<file path="config.mk">
export PLATFORM = sky130hd
export DESIGN_NAME = speck_key_schedule
export DESIGN_NICKNAME = d
export VERILOG_FILES = /design/src/rtl/speck_pkg.sv /design/src/rtl/speck_ks_step.sv /design/src/rtl/speck_key_schedule.sv
export SDC_FILE = /design/constraint.sdc
export NUM_CORES = 2
export LEC_CHECK = 0
export BUFFER_PORTS_ARGS = -buffer_cell sky130_fd_sc_hd__clkbuf_2
export CORE_MARGIN = 1
export CORE_UTILIZATION = 47
export DETAILED_ROUTE_END_ITERATION = 10
export GPL_ROUTABILITY_DRIVEN = 0
export HOLD_SLACK_MARGIN = 0.02
export PLACE_DENSITY_LB_ADDON = 0.2
export SLEW_MARGIN = 40
export SYNTH_ARGS = -nofsm -noshare
export SYNTH_HDL_FRONTEND = slang
export SYNTH_HIERARCHICAL = 1
export SYNTH_SLANG_ARGS = --single-unit
</file>
<file path="constraint.sdc">
create_clock -name clk -period 6.4 [get_ports clk]
set_input_delay 1.28 -clock clk [delete_from_list [all_inputs] [get_ports clk]]
set_output_delay 1.28 -clock clk [all_outputs]
set_load 0.01 [all_outputs]
</file>
<file path="src/rtl/speck_pkg.sv">
// speck_pkg: shared Speck64/128 parameters and key-schedule FSM states.
package speck_pkg;
   localparam int W      = 32;
   localparam int ROUNDS = 27;
   localparam int M      = 4;
   localparam int ALPHA  = 8;
   localparam int BETA   = 3;
   typedef enum logic [1:0] {IDLE, EXPAND, DONE} state_t;
endpackage

</file>
<file path="src/rtl/speck_ks_step.sv">
// speck_ks_step: one combinational Speck key-schedule step.
module speck_ks_step #(
   parameter int W     = speck_pkg::W,
   parameter int ALPHA = speck_pkg::ALPHA,
   parameter int BETA  = speck_pkg::BETA
) (
   input  logic [W-1:0] k,
   input  logic [W-1:0] l0,
   input  logic [4:0]   i,
   output logic [W-1:0] k_new,
   output logic [W-1:0] l_new
);
   assign l_new = (k + ((l0 >> ALPHA) | (l0 << (W - ALPHA)))) ^ W'(i);
   assign k_new = ((k << BETA) | (k >> (W - BETA))) ^ l_new;
endmodule

</file>
<file path="src/rtl/speck_key_schedule.sv">
// speck_key_schedule: expands a Speck master key into a readable round-key table.
module speck_key_schedule import speck_pkg::*; #(
   parameter int W      = speck_pkg::W,
   parameter int ROUNDS = speck_pkg::ROUNDS,
   parameter int M      = speck_pkg::M,
   parameter int ALPHA  = speck_pkg::ALPHA,
   parameter int BETA   = speck_pkg::BETA
) (
   input  logic           clk,
   input  logic           rst_n,
   input  logic           start,
   input  logic [M*W-1:0] key_in,
   output logic           busy,
   output logic           done,
   output logic           keys_valid,
   input  logic [4:0]     rd_idx,
   output logic [W-1:0]   rd_key
);
   state_t         state, state_nx;
   logic [W-1:0]   k, k_new, l_new;
   logic [W-1:0]   l [M-1];
   logic [4:0]     i;
   logic [W-1:0]   rk [ROUNDS];

   speck_ks_step #(.W(W), .ALPHA(ALPHA), .BETA(BETA)) u_step (
      .k(k), .l0(l[0]), .i(i), .k_new(k_new), .l_new(l_new)
   );

   always_comb begin
      state_nx = state;
      if (state == IDLE && start) state_nx = EXPAND;
      else if (state == EXPAND && i == 5'(ROUNDS - 2)) state_nx = DONE;
      else if (state == DONE) state_nx = IDLE;
   end

   always_ff @(posedge clk) begin
      if (!rst_n) begin
         state      <= IDLE;
         i          <= '0;
         k          <= '0;
         keys_valid <= 1'b0;
         for (int n = 0; n < M-1; n++) l[n] <= '0;
         for (int n = 0; n < ROUNDS; n++) rk[n] <= '0;
      end else begin
         state <= state_nx;
         if (state == IDLE && start) begin
            k          <= key_in[W-1:0];
            rk[0]      <= key_in[W-1:0];
            i          <= '0;
            keys_valid <= 1'b0;
            for (int n = 0; n < M-1; n++) l[n] <= key_in[W*(n+1) +: W];
         end else if (state == EXPAND) begin
            k            <= k_new;
            rk[i + 5'd1] <= k_new;
            i            <= i + 5'd1;
            for (int n = 0; n < M-2; n++) l[n] <= l[n+1];
            l[M-2] <= l_new;
            // flag valid together with the done pulse
            if (state_nx == DONE) keys_valid <= 1'b1;
         end
      end
   end

   assign busy   = state != IDLE;
   assign done   = state == DONE;
   assign rd_key = (32'(rd_idx) < ROUNDS) ? rk[rd_idx] : '0;
endmodule

</file>
==> results.yml <==
final_layout:
  nNetsFinal: 3497
  multiInputGateArea_mm2: 0.01650
  stdcell_count: 4696
  fin_util_pct: 53.70
  regArea_mm2: 0.02963
  fill_cells: 7961
  drive_above_1_share_pct: 20.95
  area_growth_pct: 12.52
clock_network:
  htreeDepth: 3
  cts.sinks: 1000
  clkTransAtPathRegs_ns: 0.06
  root_buffer: "clkbuf_16"
  postCtsSetupBuffers: 0
  clockBufferDepth: 3
  cts_buffers: 105
  cts-hold-fix-buffers: 0
  cts_tree: "yes"
  insertion_delay_ns: 0.69
  post_cts_resized: 0
synth:
  netlist_instances: 3268
  syn_area_per_cell_um2: 14.46
  synthTopCellsByArea: "edfxtp_1, and2_1, mux4_2"
  synth-seq-cells: 1000
  synth-edff-count: 960
  ys_seq_area_share_pct: 62.71
  postSynth.asyncResetShare_pct: 0
  synth_top_cell_by_area: "edfxtp_1"
  ys_warn_count: 6
  syn_nets: 3440
  synth.top_cell.area_share_pct: 61.02
  yosysUniqueCellTypes: 74
  synthesis.area_mm2: 0.04724
  synth_top_flop_cell: "edfxtp_1"
power:
  leakagePower_nw: 19.70
  p_total_mw: 15.70
  powerDensity_mw_per_mm2: 295.3
  peakVddDrop_uv: 228.5
critical_path:
  endpoint_kind: "output port"
  cp_num_buf_inv: 3
  max_stage_delay_ns: 0.54
  startpoint_type: "input port"
  path_cells: "buf_8, buf_12, mux4_2, a32oi_1, nand4_1, clkbuf_2"
  path_class: "in2out"
  slowest_stage: "mux4_2"
  r2r_slack_ns: 2.19
  critical_path_arrival_ns: 3.71
  critical_path.max_fanout: 46
  endpoint: "rd_key[22]"
  critPathRequiredTime_ns: 5.12
  worstReg2RegEnd: "rk[8][26]"
  r2r_cells: 13
  crit_family: "buffers and inverters"
  cp_num_cells: 6
  r2r_start: "k[0]"
  crit_start: "rd_idx[0]"
sta:
  final.setup_skew_ns: 0.02132
  fmaxAchievable_mhz: 200.5
  drv_slew: 0
  tightest_slew_ns: 0.8862
  period_needed_ns: 4.987
  hold_viol: 0
  rsz0062_at_grt: "no"
  finalSetupViolations: 0
  slew_headroom_pct: 40.69
  final.setup.tns_ns: 0
  fin_crit_sh_pct: 77.93
die:
  num_io_pins: 171
  dieArea_mm2: 0.1018
  num_rows: 115
  die_w_um: 319.0
  dieHeight_um: 319.0
  core_area_mm2: 0.09899
  start_util_pct: 47.72
placed_design:
  port_buffers: 170
  dp.cells: 4502
  dp_hpwl_um: 81370
grt:
  grt_usage_pct: 25.03
  grt_max_degree: 97
  gr-total-overflow: 0
  antenna_found_initial: 10
  grt_pass1_wl_um: 188800
  grt_pass1_vias: 28590
routing:
  wl_per_cell_um: 27.16
  wl_um: 127500
  ant_nets: 0
  drc_errors: 0
  drt-vias-per-instance: 6.035
  drtPass1Iterations: 8
  dr_total_vias: 28340
  first_iter_violations: 3087
min_path:
  hold_path.class: "reg2reg"
flow_run:
  cap_viol_max_count: 0
status:
  outcome: "finished, final reports clean"
per-stage QoR:
stage | setup WS [ns] | hold WS (ns) | area (µm²)
2_1_floorplan | 1.874 | 0.4653 | 47240
3_3_place_gp | 1.323 | 0.4864 | 49320
3_5_place_dp | 1.396 | 0.4992 | 49820
4_1_cts | 1.385 | 0.5166 | 53080
5_1_grt | 1.262 | 0.5481 | 53160
6_report | 1.413 | 0.5073 | 53160
synth_stat cells, drive strengths merged (10+ instances only):
master and n:
nand4 35, mux2i 38, mux4 190, inv 52
a31oi 11, o211ai 71, xor2 45, nand3 12
nor2b 42, o21ai 46, nor2 52, clkbuf 188
a32oi 29, nand2b 10, a222oi 32, nand2 103
a22o 129, edfxtp 960, xnor2 23, buf 136
ha 35, and2 838, dfxtp 40, nor3 10
a21oi 76
worst min-delay path by stage:
stage          startpoint          to  depth (start not counted)
3_5_place_dp   keys_valid  keys_valid                          2
3_3_place_gp   keys_valid  keys_valid                          2
6_report       keys_valid  keys_valid                          2
4_1_cts        keys_valid  keys_valid                          2
5_1_grt          l[0][43]    l[0][11]                          1
2_1_floorplan        k[1]        k[1]                          2
state kept, by name (all words and copies together), names as in the netlist:
signal	count
k	32
keys_valid	1
i	5
state	2
l	96
rk	864
layout make-up:
cell class | instances | share of cell area (%)
Antenna cell | 1 | 0.004707
Sequential cell | 1000 | 55.73
Tap cell | 1287 | 3.029
Timing Repair Buffer | 274 | 3.681
Multi-Input combinational cell | 1892 | 31.03
Clock buffer | 139 | 5.277
Inverter | 52 | 0.3719
Clock inverter | 51 | 0.8708
power breakdown:
part	total, mW	internal, mW	switching [mW]
Combinational	2.21	0.637	1.57
Clock	5.86	3.29	2.58
Sequential	7.63	7.48	0.147
worst register-to-register path: cells and delay by family, from the launching register on:
family,cells,cell delay (ns)
AO/OA/AOI/OAI,4,1.02
XOR/XNOR,2,1.21
adder cells (fa/ha/maj),2,0.65
buffers and inverters,2,0.31
flip-flops,1,0.41
AND/OR/NAND/NOR,3,0.49
placed cells by master, fill, tap and decap left out, types with 19 or more instances in the layout:
master	instances
clkbuf_2	167
clkbuf_16	106
ha_1	35
nand4_1	35
nor2b_1	36
nand2_1	100
inv_1	51
mux4_2	190
a21oi_1	73
edfxtp_1	960
mux2i_1	38
a222oi_1	32
nor2_1	29
o21ai_0	19
xnor2_1	22
a32oi_1	29
and2_1	837
o211ai_1	70
buf_4	80
clkbuf_1	29
a22o_1	129
clkinv_1	21
dfxtp_1	40
layer usage:
layer  vias up  global-route usage [%]  part of all wire, %
met2      1267                   40.78                   48
li1      12270                       -                    -
met1     14570                   34.95                   41
met5         -                       0                0.073
met3       220                   3.601                  7.7
met4        14                   7.511                  2.6
kinds of logic after synthesis:
kind of cell               after synthesis  share of synthesized area (%)
xor gates and xnor gates                68                          1.261
muxes                                  230                          9.910
adders and majority gates               36                         0.9693
AOI/OAI and AO/OA                      436                          7.034
DFF                                   1000                          62.71
buffers and inverters                  376                          3.782
and+or+nand+nor                       1122                          14.33
(Power assumes the default switching activity.)
